$ cat config.mk
export PLATFORM = sky130hd
export DESIGN_NAME = manycore_xcel_endpoint
export DESIGN_NICKNAME = d
export VERILOG_FILES = /design/src/rtl/manycore_xcel_endpoint_pkg.sv /design/src/rtl/endpoint_fifo.sv /design/src/rtl/manycore_xcel_endpoint.sv
export SDC_FILE = /design/constraint.sdc
export NUM_CORES = 1
export LEC_CHECK = 0
export CAP_MARGIN = 20
export CORE_UTILIZATION = 45
export CTS_BUF_LIST = sky130_fd_sc_hd__clkbuf_4 sky130_fd_sc_hd__clkbuf_8 sky130_fd_sc_hd__clkbuf_16
export CTS_CLUSTER_DIAMETER = 50
export DETAILED_ROUTE_END_ITERATION = 7
export DONT_BUFFER_PORTS = 1
export GPL_TIMING_DRIVEN = 0
export SLEW_MARGIN = 10
export SYNTH_ARGS = -nofsm -noshare
export SYNTH_HDL_FRONTEND = slang
export SYNTH_SLANG_ARGS = --single-unit
$ cat constraint.sdc
create_clock -name clk_i -period 2.84 [get_ports clk_i]
set_clock_uncertainty 0.05 [all_clocks]
set_input_delay 0.568 -clock clk_i [delete_from_list [all_inputs] [get_ports clk_i]]
set_output_delay 0.568 -clock clk_i [all_outputs]
set_load 0.01 [all_outputs]
$ cat src/rtl/manycore_xcel_endpoint_pkg.sv
// Shared types for the accelerator mesh endpoint: opcodes, return types
// and the global-address region decode.
package manycore_xcel_endpoint_pkg;

    typedef enum logic [1:0] {
        OP_LOAD  = 2'd0,
        OP_STORE = 2'd1
    } op_e;

    typedef enum logic {
        RET_LOAD_DATA    = 1'b0,
        RET_STORE_CREDIT = 1'b1
    } ret_type_e;

    typedef enum logic [1:0] {
        REGION_LOCAL  = 2'd0,
        REGION_GLOBAL = 2'd1,
        REGION_DRAM   = 2'd2
    } region_e;

    localparam int         ADDR_BITS     = 32;
    localparam int         DRAM_BIT      = 31;
    localparam logic [1:0] GLOBAL_PREFIX = 2'b01;

    function automatic region_e decode_region(input logic [ADDR_BITS-1:0] addr);
        if (addr[DRAM_BIT])
            return REGION_DRAM;
        if (addr[ADDR_BITS-1 -: 2] == GLOBAL_PREFIX)
            return REGION_GLOBAL;
        return REGION_LOCAL;
    endfunction

endpackage

$ cat src/rtl/endpoint_fifo.sv
// Parameterized 1-read 1-write FIFO: valid/ready on the write side,
// valid/yumi on the read side, plus a free-slot count.
module endpoint_fifo #(
    parameter  int width_p  = 8,
    parameter  int els_p    = 4,
    localparam int ptr_w_lp = (els_p > 1) ? $clog2(els_p) : 1,
    localparam int cnt_w_lp = $clog2(els_p + 1)
) (
    input  logic                clk_i,
    input  logic                reset_i,
    input  logic                v_i,
    input  logic [width_p-1:0]  data_i,
    output logic                ready_o,
    output logic                v_o,
    output logic [width_p-1:0]  data_o,
    input  logic                yumi_i,
    output logic [cnt_w_lp-1:0] free_o
);

    logic [width_p-1:0]  mem [els_p];
    logic [ptr_w_lp-1:0] wr_ptr, rd_ptr;
    logic [cnt_w_lp-1:0] count;
    logic                push, pop;

    function automatic logic [ptr_w_lp-1:0] ptr_inc(input logic [ptr_w_lp-1:0] p);
        return (p == ptr_w_lp'(els_p - 1)) ? '0 : p + ptr_w_lp'(1);
    endfunction

    // A full FIFO refuses a push even when it is popped in the same cycle.
    assign ready_o = (count != cnt_w_lp'(els_p));
    assign v_o     = (count != '0);
    assign push    = v_i & ready_o;
    assign pop     = yumi_i & v_o;
    assign data_o  = mem[rd_ptr];
    assign free_o  = cnt_w_lp'(els_p) - count;

    always_ff @(posedge clk_i) begin
        if (reset_i) begin
            wr_ptr <= '0;
            rd_ptr <= '0;
            count  <= '0;
        end else begin
            if (push) wr_ptr <= ptr_inc(wr_ptr);
            if (pop)  rd_ptr <= ptr_inc(rd_ptr);
            if (push && !pop)
                count <= count + cnt_w_lp'(1);
            else if (pop && !push)
                count <= count - cnt_w_lp'(1);
        end
    end

    // NOTE: storage has no reset; the pointers and count alone define which entries are live.
    always_ff @(posedge clk_i) begin
        if (push)
            mem[wr_ptr] <= data_i;
    end

endmodule

$ cat src/rtl/manycore_xcel_endpoint.sv
// Accelerator-tile mesh endpoint: slave CSR request/response path, master
// load/store encoder with credit flow control, and the returned-load queue.
module manycore_xcel_endpoint
    import manycore_xcel_endpoint_pkg::*;
#(
    parameter  int x_cord_width_p        = 4,
    parameter  int y_cord_width_p        = 4,
    parameter  int data_width_p          = 32,
    parameter  int addr_width_p          = 32,
    parameter  int load_id_width_p       = 11,
    parameter  int fifo_els_p            = 4,
    parameter  int max_out_credits_p     = 200,
    parameter  int epa_byte_addr_width_p = 18,
    parameter  int dram_ch_addr_width_p  = 16,
    parameter  int dram_ch_start_col_p   = 2,
    localparam int req_pkt_width_lp = addr_width_p + 2 + 4 + data_width_p
                                      + 2 * (x_cord_width_p + y_cord_width_p),
    localparam int ret_pkt_width_lp = 1 + data_width_p + load_id_width_p
                                      + x_cord_width_p + y_cord_width_p,
    localparam int link_width_lp    = req_pkt_width_lp + ret_pkt_width_lp + 4,
    localparam int credit_width_lp  = $clog2(max_out_credits_p + 1)
) (
    input  logic                       clk_i,
    input  logic                       reset_i,

    input  logic [link_width_lp-1:0]   link_sif_i,
    output logic [link_width_lp-1:0]   link_sif_o,

    input  logic [x_cord_width_p-1:0]  my_x_i,
    input  logic [y_cord_width_p-1:0]  my_y_i,

    output logic                       in_v_o,
    input  logic                       in_yumi_i,
    output logic [data_width_p-1:0]    in_data_o,
    output logic [3:0]                 in_mask_o,
    output logic [addr_width_p-1:0]    in_addr_o,
    output logic                       in_we_o,
    output logic [x_cord_width_p-1:0]  in_src_x_cord_o,
    output logic [y_cord_width_p-1:0]  in_src_y_cord_o,

    input  logic                       returning_v_i,
    input  logic [data_width_p-1:0]    returning_data_i,

    input  logic                       out_v_i,
    input  logic [31:0]                out_addr_i,
    input  logic [data_width_p-1:0]    out_data_i,
    input  logic [3:0]                 out_mask_i,
    input  logic                       out_we_i,
    input  logic [load_id_width_p-1:0] out_load_id_i,
    output logic                       out_ready_o,

    output logic                       returned_v_r_o,
    output logic [data_width_p-1:0]    returned_data_r_o,
    output logic [load_id_width_p-1:0] returned_load_id_r_o,
    input  logic                       returned_yumi_i,
    output logic                       returned_fifo_full_o,

    output logic [credit_width_lp-1:0] out_credits_o
);

    localparam int fifo_cnt_w_lp = $clog2(fifo_els_p + 1);
    localparam int epa_word_w_lp = epa_byte_addr_width_p - 2;

    typedef struct packed {
        logic [addr_width_p-1:0]   addr;
        op_e                       op;
        logic [3:0]                mask;
        logic [data_width_p-1:0]   payload;
        logic [y_cord_width_p-1:0] src_y;
        logic [x_cord_width_p-1:0] src_x;
        logic [y_cord_width_p-1:0] y_cord;
        logic [x_cord_width_p-1:0] x_cord;
    } req_pkt_s;

    typedef struct packed {
        ret_type_e                  pkt_type;
        logic [data_width_p-1:0]    data;
        logic [load_id_width_p-1:0] load_id;
        logic [y_cord_width_p-1:0]  y_cord;
        logic [x_cord_width_p-1:0]  x_cord;
    } ret_pkt_s;

    typedef struct packed {
        logic     fwd_v;
        req_pkt_s fwd_pkt;
        logic     fwd_ready;
        logic     rev_v;
        ret_pkt_s rev_pkt;
        logic     rev_ready;
    } link_sif_s;

    typedef struct packed {
        logic [data_width_p-1:0]    data;
        logic [load_id_width_p-1:0] load_id;
    } returned_s;

    link_sif_s link_in, link_out;
    assign link_in    = link_sif_i;
    assign link_sif_o = link_out;

    // ---------------- slave side ----------------
    req_pkt_s                   req_head;
    logic                       req_v, req_ready;
    logic [fifo_cnt_w_lp-1:0]   req_free;
    ret_pkt_s                   ret_enq, ret_head;
    logic                       ret_v, ret_ready;
    logic [fifo_cnt_w_lp-1:0]   ret_free;
    logic [x_cord_width_p-1:0]  src_x_r;
    logic [y_cord_width_p-1:0]  src_y_r;
    op_e                        op_r;
    logic [load_id_width_p-1:0] load_id_r;

    endpoint_fifo #(.width_p(req_pkt_width_lp), .els_p(fifo_els_p)) req_fifo (
        .clk_i   (clk_i),
        .reset_i (reset_i),
        .v_i     (link_in.fwd_v),
        .data_i  (link_in.fwd_pkt),
        .ready_o (req_ready),
        .v_o     (req_v),
        .data_o  (req_head),
        .yumi_i  (in_yumi_i),
        .free_o  (req_free)
    );

    // Two free return slots: one may already be owed to a popped request.
    assign in_v_o          = req_v && (ret_free >= fifo_cnt_w_lp'(2));
    assign in_data_o       = req_head.payload;
    assign in_mask_o       = req_head.mask;
    assign in_addr_o       = req_head.addr;
    assign in_we_o         = (req_head.op == OP_STORE);
    assign in_src_x_cord_o = req_head.src_x;
    assign in_src_y_cord_o = req_head.src_y;

    always_ff @(posedge clk_i) begin
        if (in_yumi_i) begin
            src_x_r   <= req_head.src_x;
            src_y_r   <= req_head.src_y;
            op_r      <= req_head.op;
            load_id_r <= req_head.payload[load_id_width_p-1:0];
        end
    end

    always_comb begin
        ret_enq.pkt_type = (op_r == OP_STORE) ? RET_STORE_CREDIT : RET_LOAD_DATA;
        ret_enq.data     = (op_r == OP_STORE) ? '0 : returning_data_i;
        ret_enq.load_id  = load_id_r;
        ret_enq.y_cord   = src_y_r;
        ret_enq.x_cord   = src_x_r;
    end

    endpoint_fifo #(.width_p(ret_pkt_width_lp), .els_p(fifo_els_p)) ret_fifo (
        .clk_i   (clk_i),
        .reset_i (reset_i),
        .v_i     (returning_v_i),
        .data_i  (ret_enq),
        .ready_o (ret_ready),
        .v_o     (ret_v),
        .data_o  (ret_head),
        .yumi_i  (ret_v & link_in.rev_ready),
        .free_o  (ret_free)
    );

    // ---------------- master side ----------------
    req_pkt_s                   out_pkt;
    region_e                    region;
    logic                       send, rev_accept;
    logic [credit_width_lp-1:0] credits;
    logic                       returned_ready;
    returned_s                  returned_enq, returned_head;
    logic [fifo_cnt_w_lp-1:0]   returned_free;

    // NOTE: every field gets a value before the case so no latch is inferred.
    always_comb begin
        region          = decode_region(out_addr_i);
        out_pkt.op      = out_we_i ? OP_STORE : OP_LOAD;
        out_pkt.mask    = out_mask_i;
        out_pkt.payload = out_we_i ? out_data_i : data_width_p'(out_load_id_i);
        out_pkt.src_x   = my_x_i;
        out_pkt.src_y   = my_y_i;
        out_pkt.x_cord  = my_x_i;
        out_pkt.y_cord  = my_y_i;
        out_pkt.addr    = addr_width_p'(out_addr_i >> 2);
        case (region)
            REGION_DRAM: begin
                out_pkt.x_cord = x_cord_width_p'(dram_ch_start_col_p)
                               + out_addr_i[2+dram_ch_addr_width_p +: x_cord_width_p];
                out_pkt.y_cord = '1;
                out_pkt.addr   = addr_width_p'(out_addr_i[2 +: dram_ch_addr_width_p]);
            end
            REGION_GLOBAL: begin
                out_pkt.x_cord = out_addr_i[2+epa_word_w_lp +: x_cord_width_p];
                out_pkt.y_cord = out_addr_i[2+epa_word_w_lp+x_cord_width_p +: y_cord_width_p];
                out_pkt.addr   = addr_width_p'(out_addr_i[2 +: epa_word_w_lp]);
            end
            default: ;
        endcase
    end

    assign out_ready_o = link_in.fwd_ready && (credits != '0);
    assign send        = out_v_i && out_ready_o;
    assign rev_accept  = link_in.rev_v && returned_ready;

    always_ff @(posedge clk_i) begin
        if (reset_i)
            credits <= credit_width_lp'(max_out_credits_p);
        else if (send && !rev_accept)
            credits <= credits - credit_width_lp'(1);
        else if (!send && rev_accept && credits != credit_width_lp'(max_out_credits_p))
            credits <= credits + credit_width_lp'(1);
    end
    assign out_credits_o = credits;

    assign returned_enq.data    = link_in.rev_pkt.data;
    assign returned_enq.load_id = link_in.rev_pkt.load_id;

    endpoint_fifo #(.width_p(data_width_p + load_id_width_p), .els_p(fifo_els_p)) returned_fifo (
        .clk_i   (clk_i),
        .reset_i (reset_i),
        .v_i     (rev_accept && link_in.rev_pkt.pkt_type == RET_LOAD_DATA),
        .data_i  (returned_enq),
        .ready_o (returned_ready),
        .v_o     (returned_v_r_o),
        .data_o  (returned_head),
        .yumi_i  (returned_yumi_i),
        .free_o  (returned_free)
    );

    assign returned_data_r_o    = returned_head.data;
    assign returned_load_id_r_o = returned_head.load_id;
    assign returned_fifo_full_o = !returned_ready;

    always_comb begin
        link_out.fwd_v     = send;
        link_out.fwd_pkt   = out_pkt;
        link_out.fwd_ready = req_ready;
        link_out.rev_v     = ret_v;
        link_out.rev_pkt   = ret_head;
        link_out.rev_ready = returned_ready;
    end

    logic unused;
    assign unused = ^{req_head.x_cord, req_head.y_cord, link_in.rev_pkt.x_cord,
                      link_in.rev_pkt.y_cord, req_free, returned_free, ret_ready,
                      out_addr_i[1:0]};

endmodule

Word-level counts from Yosys, hierarchy flattened
Memories as Yosys holds them, arrays and structs flattened. A register that Yosys moved wholly into a read port is not among the register bits.
Cells that the tools add are included.
Widths: inputs -> output; s select.
{ "totals": {"register_bits": 50, "latch_bits": 0, "ram_bits": 724, "rom_bits": 0, "inputBits": 268, "out_inout_bits": 274, "elab_cells": 128, "memories": 3} }
{ "memory_table": {"columns": ["memory", "depth", "width", "rd", "rd_ports_with_merged_regs", "write_ports", "line_no", "text"], "rows": [
  ["req_fifo.mem", 4, 86, 1, 1, 1, "endpoint_fifo.sv:20", "logic [width_p-1:0] mem [els_p];"],
  ["ret_fifo.mem", 4, 52, 1, 1, 1, "endpoint_fifo.sv:20", null],
  ["returned_fifo.mem", 4, 43, 1, 1, 1, "endpoint_fifo.sv:20", null]
]} }
{ "op_classes": {"n_addsub": 16, "n_mul": 0, "div": 0, "magnitude_cmp": 1, "n_eq_ne": 15, "shift": 0, "n_mux": 39, "bitwise": 8, "reduce_logical": 32} }
{ "op_table": {"columns": ["operator", "n"], "rows": [
  ["$mux 32", 2],
  ["$mux 2", 16],
  ["$mux 30", 1],
  ["$mux 3", 6],
  ["$mux 8", 2],
  ["$pmux 8 s2", 1],
  ["$eq 2x2->1 const B", 7],
  ["$logic_and 1x1->1", 14],
  ["$add 2x1->2 const B", 6],
  ["$mux 1", 11],
  ["$add 3x1->3 const B", 3],
  ["$logic_not 1->1", 9],
  ["$ne 3x3->1 const B", 3],
  ["$reduce_bool 3->1", 3],
  ["$sub 3x1->3 const B", 3],
  ["$add 8x1->8 const B", 1],
  ["$eq 2x1->1 const B", 4],
  ["$ne 8x8->1 const B", 1],
  ["$reduce_bool 2->1", 4],
  ["$reduce_bool 8->1", 1],
  ["$sub 8x1->8 const B", 1],
  ["$and 1x1->1", 7],
  ["$add 2x4->4 const A", 1],
  ["$ge 3x2->1 const B", 1],
  ["other kinds (3)", 3]
]} }

Longest topological paths before layout
Gate-level depths: netlist (run 1).
{ "depth": {"word_depth": 8, "mapped_depth": 11, "ltp_nobuf": 11} }

By module
A second synthesis (run 1) with hierarchy kept.
{ "unflattened": {"cells_unflattened": 1358, "hier_area_um2": 30128.9} }
{ "modules_own_cells": {"columns": ["module", "n_inst", "cells_each", "area_per_inst_um2", "seq_area_each_um2"], "rows": [
  ["endpoint_fifo at req_fifo", 1, 505, 12956.2, 10510.1],
  ["endpoint_fifo at ret_fifo", 1, 327, 8077.7, 6426.2],
  ["endpoint_fifo at returned_fifo", 1, 280, 6774.0, 5345.1],
  ["manycore_xcel_endpoint", 1, 246, 2321.0, 790.8]
]} }

Worst setup path after synthesis (run 1)
Ideal clock, no wire load.
{ "synth_timing": {"path_kind": "reg-to-reg", "from": "register req_fifo.count[0]", "to": "memory req_fifo.mem[0][10] in the netlist's numbering (enable)", "setup_time_ns": 0.445, "t_arrival_ns": 2.453, "setup_slack_ns": -0.109, "path_stages_with_launch": 4, "n_path_buf": 0, "cell_sequence": "dfxtp_1 > nor2_1 > nand2_1 > and3_1"} }
{ "synth_between": {"elab_chain_len": 4} }
{ "synth_rtl": {"columns": ["element", "line_no", "text"], "rows": [
  ["start: declaration", "endpoint_fifo.sv:22", "logic [cnt_w_lp-1:0] count;"],
  ["start signal: assignment", "endpoint_fifo.sv:46", "count <= count + cnt_w_lp'(1);"],
  ["start signal: assignment", "endpoint_fifo.sv:48", "count <= count - cnt_w_lp'(1);"],
  ["$ne 3x3->1", "endpoint_fifo.sv:30", "assign ready_o = (count != cnt_w_lp'(els_p));"],
  ["net req_fifo.ready_o", "endpoint_fifo.sv:13", "output logic ready_o,"],
  ["$and 1x1->1", "endpoint_fifo.sv:32", "assign push = v_i & ready_o;"],
  ["$mux 1", "endpoint_fifo.sv:54", "if (push)"],
  ["$mux 1 (implied by the code)", "endpoint_fifo.sv:55", "mem[wr_ptr] <= data_i;"],
  ["end: declaration", "endpoint_fifo.sv:20", null]
]} }
The timed path passes the listed nets, and every way through them passes these cells.

==> reports/metrics.csv, run 1 <==
stage,metric,value,unit
placement,dp_cells,2240,
yosys,syn_avg_cell_area,21.17,um^2
critical_path,cp.arrival,2.12,ns
critical_path,endpoint_kind,primary output,
yosys,netlist.area_leader.share,73.38,%
finish,areaGrowthSynthToFinish,19.98,%
yosys,synth_seq_cells,748,
power_and_ir_drop,p_leak,11.68,nW
yosys,synth_adder_area_share,1.518,%
detailed_routing,drtPass1Iterations,5,
yosys,syn_area,29180,um^2
yosys,synth_compound_area_share,1.132,%
detailed_routing,num_vias,13480,
power_and_ir_drop,p_clk_share,34.8,%
placement,dp_hpwl,39450,um
yosys,synth_area_leader_cell,edfxtp_1,
timing,setup_violations,0,
yosys,synthMuxAreaShare,14.30,%
clock_network,insertion_delay,0.63,ns
grt,overflow,0,
timing,tns,0,ns
clock_network,htreeDepth,3,
power_and_ir_drop,power.share.sequential,44.2,%
yosys,yosysWarnings,0,
critical_path,cp-start-kind,flip-flop,
critical_path,crit_path_max_fanout,7,
detailed_routing,drt_iter0_drc,850,
grt,first_global_vias,14190,
die,io_pins,542,
yosys,synth.area.top_cells,"edfxtp_1 (73%), mux4_2 (13%), buf_4 (2.9%)",
critical_path,critical_path_class,reg2out,
yosys,ys_top_cells_by_count,"edfxtp_1 (713), mux4_2 (173), buf_4 (114)",
grt,antenna_found_initial,5,
timing,tightest_slew,0.8423,ns
die,die_y,256.6,um
timing,relSlewSlack,43.85,%
timing,fin_crit_sh,96.32,%
grt,grt_pass1_wl,88600,um
clock_network,tritoncts.num_buffers,88,
finish,fin_cells,2532,
critical_path,r2r_start,returned_fifo.count[0]$_SDFFE_PP0P_,
critical_path,cp.required,2.22,ns
detailed_routing,avgRoutedWirePerCell,23.63,um
clock_network,clockBufferDepth,3,
hold_path,hold_path.startpoint,returned_yumi_i,
power_and_ir_drop,p_per_area,893.0,nW/um^2
timing,max_freq,365.6,MHz
hold_path,hp-class,in2reg,
clock_network,clk_pin_slew,0.05,ns
die,core_region_area,63540,um^2
yosys,synthSimpleGateAreaFrac,2.929,%
die,initial_core_util,45.92,%
yosys,synthFlopType,edfxtp_1,
timing,slew_violations,0,
power_and_ir_drop,combPwrFrac,21.0,%
detailed_routing,finalWirelength,59830,um
timing,hold_ws,0.09619,ns
finish,nNetsFinal,1912,
clock_network,cts_tree,built,
timing,rsz0062_at_grt,true,
die,die-area,65860,um^2
flow_run,maxCapViolations,0,
timing,hold_viol,0,
placement,gp_congestion,0.7911,
power_and_ir_drop,p_sw,0.008300,W
yosys,async_reset_ff_share,0,%
finish,drive_above_1_share,31.73,%
clock_network,clock_sinks,748,
clock_network,cts_root_buf,clkbuf_16,
outcome,status,"complete, no violations",
yosys,synth.distinct_cells,43,
placement,port_buffers,0,
detailed_routing,via_per_inst,5.325,
power_and_ir_drop,intPower,0.02296,W
yosys,yosysMostFrequentCell,edfxtp_1,
detailed_routing,drcViolationCount,0,
timing,timing.final.crit_period,2.735,ns
yosys,synth_xor_area_share,0.3902,%
power_and_ir_drop,ir_drop,0.7601,mV
finish,fin_util,55.09,%
power_and_ir_drop,p_sw_share,26.55,%
detailed_routing,postRouteAntennaNets,0,
yosys,ys_seq_area_share,75.78,%
yosys,synth_edf_count,713,
grt,grt_use_total,18.00,%
die,die_w,256.6,um
yosys,synthCells,1378,
grt,grt_max_degree,50,
die,row_count,92,
yosys,synth_top_family_by_area,multiplexers,
layer usage:
layer,part of all wire (%),global-route usage [%]
met1,41,23.60
met2,49,29.02
met3,6.9,5.101
met4,2.6,5.903
met5,0.074,0
final timing paths:
path	slack, ns	endpoint	cells after the start
worst max-delay path	0.10	in_src_x_cord_o[3]	4
worst min-delay path	0.1	returned_fifo.rd_ptr[1]$_SDFFE_PP0P_	2
worst min register to register	0.45	ret_fifo.mem[0][16]$_DFFE_PP_	0
worst max register to register	0.13	out_credits_o[7]$_SDFFE_PP1P_	9
registers in the layout, summed over array words and instances, names as in the netlist, named ones only:
| signal | cells |
|---|---|
| src_x_r | 4 |
| ret_fifo.rd_ptr | 2 |
| out_credits_o | 8 |
| req_fifo.count | 3 |
| req_fifo.mem | 312 |
| returned_fifo.rd_ptr | 2 |
| returned_fifo.count | 3 |
| returned_fifo.wr_ptr | 2 |
| ret_fifo.count | 3 |
| src_y_r | 4 |
| req_fifo.rd_ptr | 2 |
| req_fifo.wr_ptr | 2 |
| load_id_r | 11 |
| op_r | 2 |
| ret_fifo.wr_ptr | 2 |
| returned_fifo.mem | 172 |
| ret_fifo.mem | 208 |
power by group through the flow:
stage          Sequential, W  Clock (W)  Combinational, W
3_5_place_dp          0.0140          0           0.00629
5_1_grt               0.0139     0.0115           0.00707
6_report              0.0138     0.0109           0.00656
4_1_cts               0.0138     0.0111           0.00672
3_3_place_gp          0.0140          0           0.00612
2_1_floorplan         0.0139          0           0.00469
area by class of cell:
class	instances	area, um^2
diodes	3	7.507
plain buffers	165	1236
clock buffers	111	2434
clock inverters	51	460.4
fillers	4866	28530
inverters	17	63.81
multi-input cells	448	6011
flip-flops and latches	748	22120
well taps	846	1059
repair buffers	143	1622
stage by stage:
step                power, W  setup slack (ns)  cell area [um^2]
finish               0.03126            0.1046             35010
global route         0.03255         -0.005145             35000
CTS                  0.03170          0.005035             34940
detailed placement   0.02031           -0.4321             30590
global placement     0.02013           -0.9548             30260
floorplan            0.01858          0.006529             29200
worst max-delay path, cell delays in order (launching register included):
cell and delay, ns:
dfxtp_1 0.32, buf_6 0.15, bufbuf_16 0.28, mux4_2 0.56, buf_4 0.19
repair_timing:
action / 4_1_cts / 5_1_grt
setup endpoints to repair: 174 / 50
hold endpoints to repair: 505 / 0
resized for setup: 65 / 11
hold buffers: 122 / 0
gates cloned: 1 / 0
pin swaps: 2 / 1
setup buffers: 5 / 2
kinds of logic (layout without fill, tap and decap cells):
group,count (synthesis),after routing
xor+xnor,13,13
mux,199,199
compound gates,47,47
simple gates,151,151
fa+ha+maj,33,33
flops,748,748
other cells,1,8
buf+inv,186,487
placed cells by master, fill, tap and decap left out, types with 11 or more instances in the layout:
cell type and count:
clkbuf_1 13, mux2_2 12, dfxtp_1 32, and2_1 67, mux4_2 173, nor2_1 33
a21oi_1 15, edfxtp_1 713, dlygate4sd3_1 122, ha_1 29, clkinv_1 13, buf_4 132
clkbuf_2 13, inv_1 17, clkbuf_4 21, xor2_1 11, clkbuf_16 91, mux2i_1 14
Power figures use the tool's default switching activity.
==> run 2, diff against run 1 <==
- SYNTH_HIERARCHICAL: not set -> 1
==> run 2 against run 1 <==
Clock power about the same. Design area decreased by 0.90%. Non-clock buffer count decreased by 76. Global-route usage increased by 0.71 points. Routed wire length increased by 2.9%. Flip-flop and latch count unchanged. Register-to-register slack improved by 0.03 ns. Largest cell class unchanged. Synthesized area decreased by 0.77%. Fmax decreased by 0.28%. Critical path type unchanged.
==> reports/metrics.csv, run 2 <==
stage,metric,value,unit
detailed_routing,drtPass1Iterations,7,
timing,rsz0062_at_grt,false,
detailed_routing,finalWirelength,61550,um
die,row_count,92,
placement,dp_hpwl,41070,um
yosys,yosysWarnings,6,
timing,relSlewSlack,61.38,%
die,io_pins,542,
critical_path,reg2reg_slack,0.16,ns
grt,first_global_vias,13810,
detailed_routing,drt_iter0_drc,729,
finish,fillCellCount,4797,
grt,grtUsageMet1,22.17,%
placement,place_ws,-0.5457,ns
power_and_ir_drop,p_leak,11.41,nW
timing,fin_crit_sh,96.58,%
finish,layout_commonest_cell,edfxtp_1,
grt,grt_busiest_layer,met2,
detailed_routing,via_per_inst,5.360,
grt,grt_pass1_wl,89970,um
timing,setup_violations,0,
placement,port_buffers,0,
grt,grt_use_met3,6.209,%
critical_path,critical_path_class,reg2out,
finish,largest_reg_flops,312,
yosys,synthCells,1312,
timing,hold_viol,0,
timing,max_freq,364.6,MHz
finish,drive_above_1_share,28.41,%
die,die_w,255.7,um
flow_run,maxCapViolations,0,
critical_path,crit_path_max_fanout,10,
grt,antenna_found_initial,15,
hold_path,hold_path.startpoint,returning_data_i[28],
grt,grt_use_total,18.71,%
detailed_routing,drcViolationCount,0,
finish,areaGrowthSynthToFinish,19.81,%
outcome,status,"complete, no violations",
grt,overflow,0,
critical_path,cpLargestDelayFamily,multiplexers,
clock_network,clockBufferDepth,3,
power_and_ir_drop,ir_drop,0.6517,mV
clock_network,cts_tree,built,
finish,nNetsFinal,1848,
timing,tightest_slew,0.5794,ns
critical_path,critPathBufInv,3,
yosys,syn_area,28950,um^2
clock_network,tritoncts.num_buffers,86,
die,die-area,65360,um^2
clock_network,clock_sinks,748,
critical_path,path_common_cell,buf_12,
detailed_routing,postRouteAntennaNets,0,
power_and_ir_drop,p_total,0.03110,W
critical_path,r2r_start,returned_fifo/count[0]$_SDFFE_PP0P_,
grt,grt_util_met2,31.63,%
timing,timing.final.crit_period,2.743,ns
grt,grt_max_degree,50,
die,initial_core_util,45.73,%
clock_network,cts_root_buf,clkbuf_16,
yosys,syn_avg_cell_area,22.07,um^2
placement,dp_cells,2174,
timing,layout_setup_ws,0.09701,ns
finish,top_regs,"req_fifo/mem: 312 flops, ret_fifo/mem: 208 flops, returned_fifo/mem: 172 flops",
critical_path,crit_slowest_cell,mux4_2,
finish,fin_cells,2464,
critical_path,cp.arrival,2.12,ns
critical_path,endpoint_kind,primary output,
critical_path,cp-start-kind,flip-flop,
detailed_routing,num_vias,13210,
hold_path,hp-class,in2reg,
clock_network,clk_pin_slew,0.06,ns
placement,gp_congestion,0.8749,
critical_path,crit_path_max_incr_delay,0.55,ns
clock_network,insertion_delay,0.61,ns
die,die_y,255.7,um
power_and_ir_drop,p_per_area,896.6,nW/um^2
critical_path,crit_chain,buf_6 -> buf_12 -> buf_12 -> mux4_2 -> nor2b_4,
critical_path,cp.required,2.22,ns
timing,tns,0,ns
detailed_routing,avgRoutedWirePerCell,24.98,um
die,core_region_area,63310,um^2
finish,largest-register,req_fifo/mem,
finish,mostFrequentLayoutCells,"edfxtp_1 (713), mux4_2 (168), dlygate4sd3_1 (122), clkbuf_16 (87), and2_1 (66)",
clock_network,htreeDepth,3,
timing,slew_violations,0,
run 2: where the power goes:
part / leakage [nW] / internal (W) / switching [W] / total [W]
registers: 6.83 / 0.0134 / 0.000390 / 0.0138
logic: 3.12 / 0.00262 / 0.00345 / 0.00607
clock network: 1.46 / 0.00680 / 0.00442 / 0.0112
total: 11.4 / 0.0228 / 0.00826 / 0.0311
run 2: per-stage QoR:
stage	cell area (um^2)	util (%)	hold slack, ns
3_3_place_gp	30040	47.45	0.4194
2_1_floorplan	28980	-	0.4087
6_report	34690	54.79	0.1771
3_5_place_dp	30350	47.94	0.4375
4_1_cts	34610	54.67	0.1271
5_1_grt	34690	54.79	0.1461
run 2: what timing repair did:
action                     in CTS  in global routing
setup endpoints to repair     204                 16
hold buffers                  123                  0
pin swaps                       1                  1
resized for setup              19                 13
hold endpoints to repair      532                  0
buffers inserted                0                  2
cloned                          0                  0
run 2: area by class of cell:
class	instances	area (um^2)	share of cell area, %
sequential	748	22120	63.75
multi-input combinational	440	6047	17.43
clock buffer	103	2297	6.622
timing repair buffer	138	1572	4.530
tap	846	1059	3.051
buffer	94	794.5	2.290
clock inverter	55	660.6	1.904
inverter	34	130.1	0.3751
antenna	6	15.01	0.04328
run 2: metal layers:
layer	share of wire [%]	wire, um
met5	0.075	46
met2	51	31490
met4	2.9	1783
met1	38	23330
met3	8.0	4898
run 2: worst paths after layout:
check / cells past startpoint / end
setup / recovery: 5 / in_we_o
hold / removal: 1 / ret_fifo/mem[2][47]$_DFFE_PP_
setup reg to reg: 14 / returned_fifo/count[2]$_SDFFE_PP0P_
hold reg to reg: 0 / ret_fifo/mem[1][18]$_DFFE_PP_
